===== src/rtl/seg_pkg.sv =====
// Shared constants for the segment scan controller: hex-to-segment table,
// blank word and the segment bus layout.
package seg_pkg;

  localparam int unsigned HEX_W  = 4;
  localparam int unsigned PAT_W  = 7;
  localparam int unsigned SEG_W  = 8;
  localparam int unsigned HEX_NUM = 16;

  localparam logic [SEG_W-1:0] SEG_BLANK = 8'hFF;

  // Segment bus word: dp_n is SEG[7], pattern is {g,f,e,d,c,b,a}, all active-low
  typedef struct packed {
    logic             dp_n;
    logic [PAT_W-1:0] pattern;
  } seg_word_t;

  // Entry k is the active-low pattern of hex digit k (listed F down to 0)
  localparam logic [HEX_NUM-1:0][PAT_W-1:0] HEX_SEG = {
    7'h0E, 7'h06, 7'h21, 7'h46, 7'h03, 7'h08, 7'h10, 7'h00,
    7'h78, 7'h02, 7'h12, 7'h19, 7'h30, 7'h24, 7'h79, 7'h40
  };

  function automatic seg_word_t make_seg_word(input logic dp_on, input logic [PAT_W-1:0] pat);
    seg_word_t w;
    w.dp_n    = ~dp_on;
    w.pattern = pat;
    return w;
  endfunction

endpackage


===== src/rtl/seg_hex_decoder.sv =====
// Hex nibble to active-low 7-segment pattern (combinational table lookup).
module seg_hex_decoder
  import seg_pkg::*;
(
  input  logic [HEX_W-1:0] nibble,
  output logic [PAT_W-1:0] pattern_c
);

  assign pattern_c = HEX_SEG[nibble];

endmodule


===== src/rtl/seg_scan_ctrl.sv =====
// Multiplexed 7-segment scan controller with per-digit dwell, PWM dimming and
// frame-synchronous shadow loading. Define SEG_SCAN_LZB_EN for leading-zero blanking.
module seg_scan_ctrl
  import seg_pkg::*;
#(
  parameter int unsigned NUM_DIGITS = 8,
  parameter int unsigned DWELL      = 4,
  parameter int unsigned PWM_BITS   = 3
) (
  input  logic                      led_clk,
  input  logic                      rst,
  input  logic [4*NUM_DIGITS-1:0]   data,
  input  logic [NUM_DIGITS-1:0]     dp,
  input  logic [NUM_DIGITS-1:0]     digit_en,
  input  logic [PWM_BITS-1:0]       brightness,
  input  logic                      load,
  output logic                      frame_start,
  output logic [NUM_DIGITS-1:0]     AN,
  output logic [SEG_W-1:0]          SEG
);

  localparam int unsigned SEL_W = (NUM_DIGITS > 1) ? $clog2(NUM_DIGITS) : 1;
  localparam int unsigned DW_W  = (DWELL > 1) ? $clog2(DWELL) : 1;

  typedef logic [NUM_DIGITS-1:0][HEX_W-1:0] nib_vec_t;

  logic [SEL_W-1:0]      sel_q, sel_d;
  logic [DW_W-1:0]       dwell_q, dwell_d;
  logic [PWM_BITS-1:0]   pwm_q, pwm_d;
  logic                  pending_q, pending_d;
  nib_vec_t              sh_data_q, sh_data_d, act_data_q, act_data_d;
  logic [NUM_DIGITS-1:0] sh_dp_q, sh_dp_d, act_dp_q, act_dp_d;
  logic [NUM_DIGITS-1:0] sh_en_q, sh_en_d, act_en_q, act_en_d;
  logic [NUM_DIGITS-1:0] an_d;
  seg_word_t             seg_d;

  logic                  last_dwell, last_digit, boundary, lit;
  logic [HEX_W-1:0]      cur_nibble;
  logic [PAT_W-1:0]      cur_pattern;
  logic [NUM_DIGITS-1:0] blank;

  // Decoded from state so the first frame after reset is flagged as well
  assign frame_start = !rst && (sel_q == '0) && (dwell_q == '0);

  assign last_dwell = (dwell_q == DW_W'(DWELL - 1));
  assign last_digit = (sel_q == SEL_W'(NUM_DIGITS - 1));
  assign boundary   = last_dwell && last_digit;

`ifdef SEG_SCAN_LZB_EN
  logic lzb_lead;

  // Blank zero nibbles from the top digit down until a nonzero nibble or a dp
  always_comb begin
    blank    = '0;
    lzb_lead = 1'b1;
    for (int i = NUM_DIGITS - 1; i > 0; i--) begin
      if ((act_data_q[i] != '0) || act_dp_q[i]) lzb_lead = 1'b0;
      blank[i] = lzb_lead;
    end
  end
`else
  assign blank = '0;
`endif

  assign cur_nibble = act_data_q[sel_q];

  seg_hex_decoder u_hex_decoder (
    .nibble    (cur_nibble),
    .pattern_c (cur_pattern)
  );

  // Next-state: scan counters, shadow/active handoff and registered drive
  always_comb begin
    dwell_d    = dwell_q;
    sel_d      = sel_q;
    pwm_d      = pwm_q + PWM_BITS'(1);
    pending_d  = pending_q;
    sh_data_d  = sh_data_q;
    sh_dp_d    = sh_dp_q;
    sh_en_d    = sh_en_q;
    act_data_d = act_data_q;
    act_dp_d   = act_dp_q;
    act_en_d   = act_en_q;
    lit        = 1'b0;
    an_d       = '1;
    seg_d      = seg_word_t'(SEG_BLANK);

    if (last_dwell) begin
      dwell_d = '0;
      sel_d   = last_digit ? '0 : sel_q + SEL_W'(1);
    end else begin
      dwell_d = dwell_q + DW_W'(1);
    end

    // A load on the boundary cycle bypasses the shadow so no frame shows stale data
    if (load) begin
      sh_data_d = data;
      sh_dp_d   = dp;
      sh_en_d   = digit_en;
      if (boundary) begin
        act_data_d = data;
        act_dp_d   = dp;
        act_en_d   = digit_en;
        pending_d  = 1'b0;
      end else begin
        pending_d  = 1'b1;
      end
    end else if (boundary && pending_q) begin
      act_data_d = sh_data_q;
      act_dp_d   = sh_dp_q;
      act_en_d   = sh_en_q;
      pending_d  = 1'b0;
    end

    lit = act_en_q[sel_q] && !blank[sel_q] && (pwm_q < brightness);
    if (lit) begin
      an_d  = ~(NUM_DIGITS'(1) << sel_q);
      seg_d = make_seg_word(act_dp_q[sel_q], cur_pattern);
    end
  end

  always_ff @(posedge led_clk) begin
    if (rst) begin
      sel_q      <= '0;
      dwell_q    <= '0;
      pwm_q      <= '0;
      pending_q  <= 1'b0;
      sh_data_q  <= '0;
      sh_dp_q    <= '0;
      sh_en_q    <= '0;
      act_data_q <= '0;
      act_dp_q   <= '0;
      act_en_q   <= '0;
      AN         <= '1;
      SEG        <= SEG_BLANK;
    end else begin
      sel_q      <= sel_d;
      dwell_q    <= dwell_d;
      pwm_q      <= pwm_d;
      pending_q  <= pending_d;
      sh_data_q  <= sh_data_d;
      sh_dp_q    <= sh_dp_d;
      sh_en_q    <= sh_en_d;
      act_data_q <= act_data_d;
      act_dp_q   <= act_dp_d;
      act_en_q   <= act_en_d;
      AN         <= an_d;
      SEG        <= seg_d;
    end
  end

endmodule


===== config.mk =====
export PLATFORM = sky130hd
export DESIGN_NAME = seg_scan_ctrl
export DESIGN_NICKNAME = d
export VERILOG_FILES = /design/src/rtl/seg_pkg.sv /design/src/rtl/seg_hex_decoder.sv /design/src/rtl/seg_scan_ctrl.sv
export SDC_FILE = /design/constraint.sdc
export NUM_CORES = 1
export LEC_CHECK = 0
export BUFFER_PORTS_ARGS = -buffer_cell sky130_fd_sc_hd__buf_2
export CORE_ASPECT_RATIO = 0.6
export CORE_MARGIN = 2
export CORE_UTILIZATION = 40
export CTS_CLUSTER_DIAMETER = 150
export DETAILED_ROUTE_END_ITERATION = 8
export GPL_TIMING_DRIVEN = 0
export SYNTH_ARGS = -nofsm -noshare
export SYNTH_HDL_FRONTEND = slang
export SYNTH_SLANG_ARGS = --single-unit

===== constraint.sdc =====
create_clock -name led_clk -period 4 [get_ports led_clk]
set_input_delay 0.4 -clock led_clk [delete_from_list [all_inputs] [get_ports led_clk]]
set_output_delay 0.4 -clock led_clk [all_outputs]
set_load 0.02 [all_outputs]

== Word level (Yosys, flattened, before mapping) ==
Memories as Yosys holds them, arrays and structs flattened. A register that Yosys moved wholly into a read port is not among the register bits.
Index checks and enable logic that the tools add are counted.

* Register bits after elaboration: 121
* ROM bits: 120
* Bits of input ports: 54
* Output and inout bits: 17
* Word-level logic and storage cells: 78
* Memories kept: 2

{| class="wikitable"
|+ Memories
! memory !! depth !! width !! read ports !! clocked after Yosys merged registers in !! write ports !! line !! text
|-
| (no name shown) || 16 || 7 || 1 || 1 || 0 || seg_hex_decoder.sv:9 || <nowiki>assign pattern_c = HEX_SEG[nibble];</nowiki>
|-
| (no name shown) || 8 || 1 || 1 || 1 || 0 || seg_scan_ctrl.sv:115 || <nowiki>lit = act_en_q[sel_q] && !blank[sel_q] && (pwm_q < brightness);</nowiki>
|}

* Add/sub/neg operators: 3
* Order comparisons: 3
* Eq/ne operators: 3
* Shifts and indexed selects: 1
* Muxes and demuxes: 23
* Bitwise operators: 3
* Reductions and logical operators: 14

{| class="wikitable"
|+ Operators by type and width
! cell !! count
|-
| $mux 32 || 3
|-
| $mux 8 || 6
|-
| $bmux 4 s3 || 1
|-
| $mux 3 || 3
|-
| $not 8->8 || 1
|-
| $shl 1x3->8 const A || 1
|-
| $mux 7 || 1
|-
| $add 3x1->3 const B || 2
|-
| $bmux 1 s3 || 2
|-
| $logic_and 1x1->1 || 6
|-
| $mux 1 || 6
|-
| $lt 4x5->1 const B || 1
|-
| $lt 3x4->1 const B || 1
|-
| $mux 4 || 1
|-
| $reduce_or 2->1 || 2
|-
| $eq 3x3->1 const B || 1
|-
| $logic_not 3->1 || 1
|-
| $lt 3x3->1 || 1
|-
| $add 2x1->2 const B || 1
|-
| $eq 2x2->1 const B || 1
|-
| $logic_not 1->1 || 2
|-
| $logic_not 2->1 || 1
|-
| $ne 2x1->1 const B || 1
|-
| $not 1->1 || 2
|-
| 2 further kinds || 2
|}

== Logic depth before layout (Yosys ltp) ==
* Depth in word-level cells: 7
* Mapped depth: 9
* Gate-level depth less buffers: 7

== By module ==
Synthesis repeated with hierarchy kept, for this count alone.

* Cell total of the unflattened synthesis: 475
* Area total of the unflattened synthesis: 4937.2 µm²

{| class="wikitable"
|+ Modules (own cells, without submodules)
! module !! instances !! cells an instance !! area an instance (µm²) !! sequential area each (µm²)
|-
| seg_scan_ctrl || 1 || 443 || 4662.0 || 2422.3
|-
| seg_hex_decoder || 1 || 32 || 275.3 || 0.0
|}

== Worst setup path before layout ==
Ideal clock, no wire load.

* Path type: reg2reg
* From: reg sel_q[1]
* To: reg SEG[3]
* Library setup time: 0.115 ns
* Arrival time: 2.143 ns
* Required time: 3.885 ns
* Slack: 1.742 ns
* Stages on the path, launching flop included: 9
* Path buffers: 1
* Clock period less this slack: 2.258 ns
* Cell sequence: dfxtp_1 > buf_2 > mux4_2 > mux2i_1 > inv_1 > ha_1 > o21ai_0 > o211ai_1 > a21bo_2

* Word-level cells in the longest chain between the ends: 6
* Elaborated cells on any way between the ends: 8
* Those cells by class: 4 x mux; 1 x bitwise; 3 x reduce/logical

{| class="wikitable"
|+ RTL lines
! element !! line !! text
|-
| start: declaration || seg_scan_ctrl.sv:27 || <nowiki>logic [SEL_W-1:0] sel_q, sel_d;</nowiki>
|-
| start signal: assignment || seg_scan_ctrl.sv:137 || <nowiki>sel_q <= sel_d;</nowiki>
|-
| $bmux 1 s3 || seg_scan_ctrl.sv:115 ||
|-
| $mux 1 (implied by the code) || seg_scan_ctrl.sv:115 ||
|-
| $logic_and 1x1->1 (2 in series) || seg_scan_ctrl.sv:115 ||
|-
| $not 1->1 (no source line) || - ||
|-
| $reduce_or 2->1 (no source line) || - ||
|-
| end: declaration || seg_scan_ctrl.sv:19 || <nowiki>output logic [SEG_W-1:0] SEG</nowiki>
|}

Several ways; a longest one is shown, not always the timed one. The select of a mux whose other input is x is not followed.
A chain may end at the register's enable or synchronous reset.

== Worst setup path after layout ==
* From: reg sel_q[0]
* To: reg SEG[0]

The elaborated chain is that of the path after synthesis.

==> impl_metrics.env <==
export IMPL_postSynthCellCount=460
export IMPL_critPathKind="register to register"
export IMPL_postCtsSetupBuffers=0
export IMPL_power_density_nw_per_um2=520
export IMPL_dpl_worst_slack_ns=1.14
export IMPL_yosys_area_share_simple=0.112
export IMPL_fmax_mhz=354
export IMPL_grt_usage=0.184
export IMPL_cpMostUsedCell="buf_6"
export IMPL_h_tree_depth=4
export IMPL_grt_pass1_vias=3620
export IMPL_timing_final_ws_setup_ns=1.18
export IMPL_cts_resized=0
export IMPL_min_path_type="input port to register"
export IMPL_ys_async_sr_fraction=0
export IMPL_synth_seq_area_share=0.506
export IMPL_required_ns=4.28
export IMPL_clk_latency_ns=0.41
export IMPL_cts_hold_buffers_added=0
export IMPL_synthMuxAreaShare=0.176
export IMPL_die_width_um=145
export IMPL_syn_area_per_cell_sq_um=10.4
export IMPL_setup_viol=0
export IMPL_synth_top_family_by_area="multiplexers"
export IMPL_peakVddDrop_mv=0.334
export IMPL_maxCapViolations=0
export IMPL_fin_util=0.520
export IMPL_gp_congestion=0.799
export IMPL_slew_headroom=0.490
export IMPL_yosysWarnings=0
export IMPL_leakage_nw=2.46
export IMPL_end_kind="register"
export IMPL_antenna_found_initial=0
export IMPL_status="finished clean"
export IMPL_tns_ns=0
export IMPL_crit_buf_inv=3
export IMPL_drt_first_pass_iters=4
export IMPL_synth_fa_ha_area_frac=0.0445
export IMPL_cpPeakStageDelay_ns=0.51
export IMPL_finClkSkew_ns=0.00705
export IMPL_clockBufferDepth=2
export IMPL_drive_gt1_frac=0.223
export IMPL_fp_row_count=30
export IMPL_clkTransAtPathRegs_ns=0.05
export IMPL_initial_utilization=0.416
export IMPL_antenna_left=0
export IMPL_clock_root_buffer="clkbuf_16"
export IMPL_wl_per_cell_um=15.3
export IMPL_cts_tree="yes"
export IMPL_fin_nets=618
export IMPL_routed_wl_um=11000
export IMPL_maxSlewViolCount=0
export IMPL_period_minus_slack_ns=2.82
export IMPL_synth_xor_area_frac=0.00183
export IMPL_synth_flop_cell="dfxtp_1"
export IMPL_synth_area_sq_um=4780
export IMPL_antenna_cells=0
export IMPL_dr_first_iter_drc_count=141
export IMPL_path_cells="buf_6, buf_6, mux4_2, mux2i_1, inv_1, ha_1, a211oi_1, o31ai_1"
export IMPL_die_h_um=88.7
export IMPL_startpoint_type="register"
export IMPL_syn_nets=531
export IMPL_grt_overflow_total=0
export IMPL_cp_slowest_cell="mux4_2"
export IMPL_io_buffers=68
export IMPL_die_area_sq_um=12900
export IMPL_grt_first_pass_wirelength_um=18300
export IMPL_worstMarginPinSlew_ns=0.744
export IMPL_path_delay_family="multiplexers"
export IMPL_vias_per_cell=4.92
export IMPL_fillers=1067
export IMPL_drc=0
export IMPL_cp_arrival_ns=3.11
export IMPL_synth_compound_area_frac=0.114
export IMPL_pin_count=71
export IMPL_cts_buffers=17
export IMPL_hpwlAfterDp_um=8170
export IMPL_cts_sinks=121
export IMPL_syn_to_final_growth_pct=24.8
export IMPL_rsz0062_at_grt="no"
export IMPL_synth_edf_count=0
export IMPL_post_route_period_util=0.706
export IMPL_crit_fanout=10
export IMPL_dr_total_vias=3542
export IMPL_ys_ff_latch=121
export IMPL_grt_max_degree=17
export IMPL_hold_violations=0
export IMPL_synth_distinct_cells=39
export IMPL_core_sq_um=11500
logic make-up (layout without fill, tap and decap cells):
family | after synthesis | count (layout)
compound gates | 70 | 70
flops | 121 | 121
fa+ha+maj | 17 | 17
simple gates | 133 | 133
buf+inv | 47 | 147
mux | 71 | 71
xor+xnor | 1 | 1
where the power goes:
part | total (mW) | switching (mW) | internal, mW
clock | 1.67 | 0.512 | 1.15
sequential | 1.26 | 0.0124 | 1.24
combinational | 0.183 | 0.106 | 0.0770
placed cells by master (no fill, tap or decap), types with 3 or more instances in the layout:
cell type | Yosys | routed
buf_1 | 4 | 4
clkbuf_1 | 19 | 24
clkbuf_16 | 0 | 17
dfxtp_1 | 121 | 121
nand3_1 | 8 | 8
buf_2 | 8 | 76
ha_1 | 17 | 17
buf_6 | 3 | 3
mux2i_1 | 58 | 58
mux4_2 | 10 | 10
inv_1 | 9 | 9
nand2_1 | 10 | 10
a211oi_1 | 50 | 50
clkbuf_8 | 0 | 3
bufinv_16 | 0 | 5
nor2_1 | 105 | 105
o221ai_1 | 3 | 3
per-layer routing:
metal	GRT usage	vias to the layer above	routed length, um
li1	-	1791	-
met1	0.256	1669	5710
met2	0.276	78	4640
met3	0.0505	4	632
met4	0.0704	0	54
met5	0	-	0
worst paths after layout:
check / startpoint / slack, ns / endpoint / cells past startpoint
max: sel_q[0]$_SDFFE_PP0N_ / 1.18 / SEG[0]$_SDFF_PP1_ / 8
min: data[25] / 0.26 / sh_data_q[25]$_SDFFE_PP0P_ / 3
max reg2reg: sel_q[0]$_SDFFE_PP0N_ / 1.18 / SEG[0]$_SDFF_PP1_ / 8
min reg2reg: pwm_q[0]$_SDFF_PP0_ / 0.45 / pwm_q[0]$_SDFF_PP0_ / 1
worst reg2reg max path, cell delays in order (launching register included):
cell      delay [ns]
dfxtp_1         0.40
buf_6           0.20
buf_6           0.19
mux4_2          0.51
mux2i_1         0.48
inv_1           0.24
ha_1            0.32
a211oi_1        0.28
o31ai_1         0.11
state kept, by name, summed over array words and instances, names as in the netlist, 8 cells and up:
register    count
sh_en_q         8
sh_data_q      32
sh_dp_q         8
act_data_q     32
AN              8
act_en_q        8
SEG             8
act_dp_q        8
final cells by class:
type                            count  area [sq um]  area share
Clock buffer                       25           485      0.0813
Tap cell                          160           200      0.0335
Multi-Input combinational cell    292          2140       0.359
Clock inverter                      7           163      0.0272
Timing Repair Buffer               68           340      0.0570
Buffer                             36           175      0.0293
Sequential cell                   121          2420       0.406
Inverter                           11          41.3     0.00691
cell usage after synthesis, types with 2 or more instances:
library cell / number / area share
dfxtp_1: 121 / 0.51
nor2_1: 105 / 0.082
mux2i_1: 58 / 0.12
a211oi_1: 50 / 0.078
clkbuf_1: 19 / 0.015
ha_1: 17 / 0.044
mux4_2: 10 / 0.047
nand2_1: 10 / 0.0078
inv_1: 9 / 0.0071
buf_2: 8 / 0.0084
nand3_1: 8 / 0.0084
buf_1: 4 / 0.0031
buf_6: 3 / 0.0071
o221ai_1: 3 / 0.0055
buf_4: 2 / 0.0031
inv_2: 2 / 0.0016
mux2_2: 2 / 0.0047
nand2b_1: 2 / 0.0026
nor2b_1: 2 / 0.0026
nor3_1: 2 / 0.0021
nor3b_1: 2 / 0.0031
o211ai_1: 2 / 0.0031
o21ai_0: 2 / 0.0021
o21ai_1: 2 / 0.0021
per-stage QoR:
stage               hold WS (ns)  cells  total power, mW  instance area, sq um
detailed placement         0.446    688             1.46                  5320
CTS                        0.246    720             3.14                  5970
floorplan                  0.412    460             1.40                  4780
global placement           0.429    688             1.46                  5320
finish                     0.259    720             3.10                  5970
global route               0.278    720             3.23                  5970
Power figures use the tool's default switching activity.
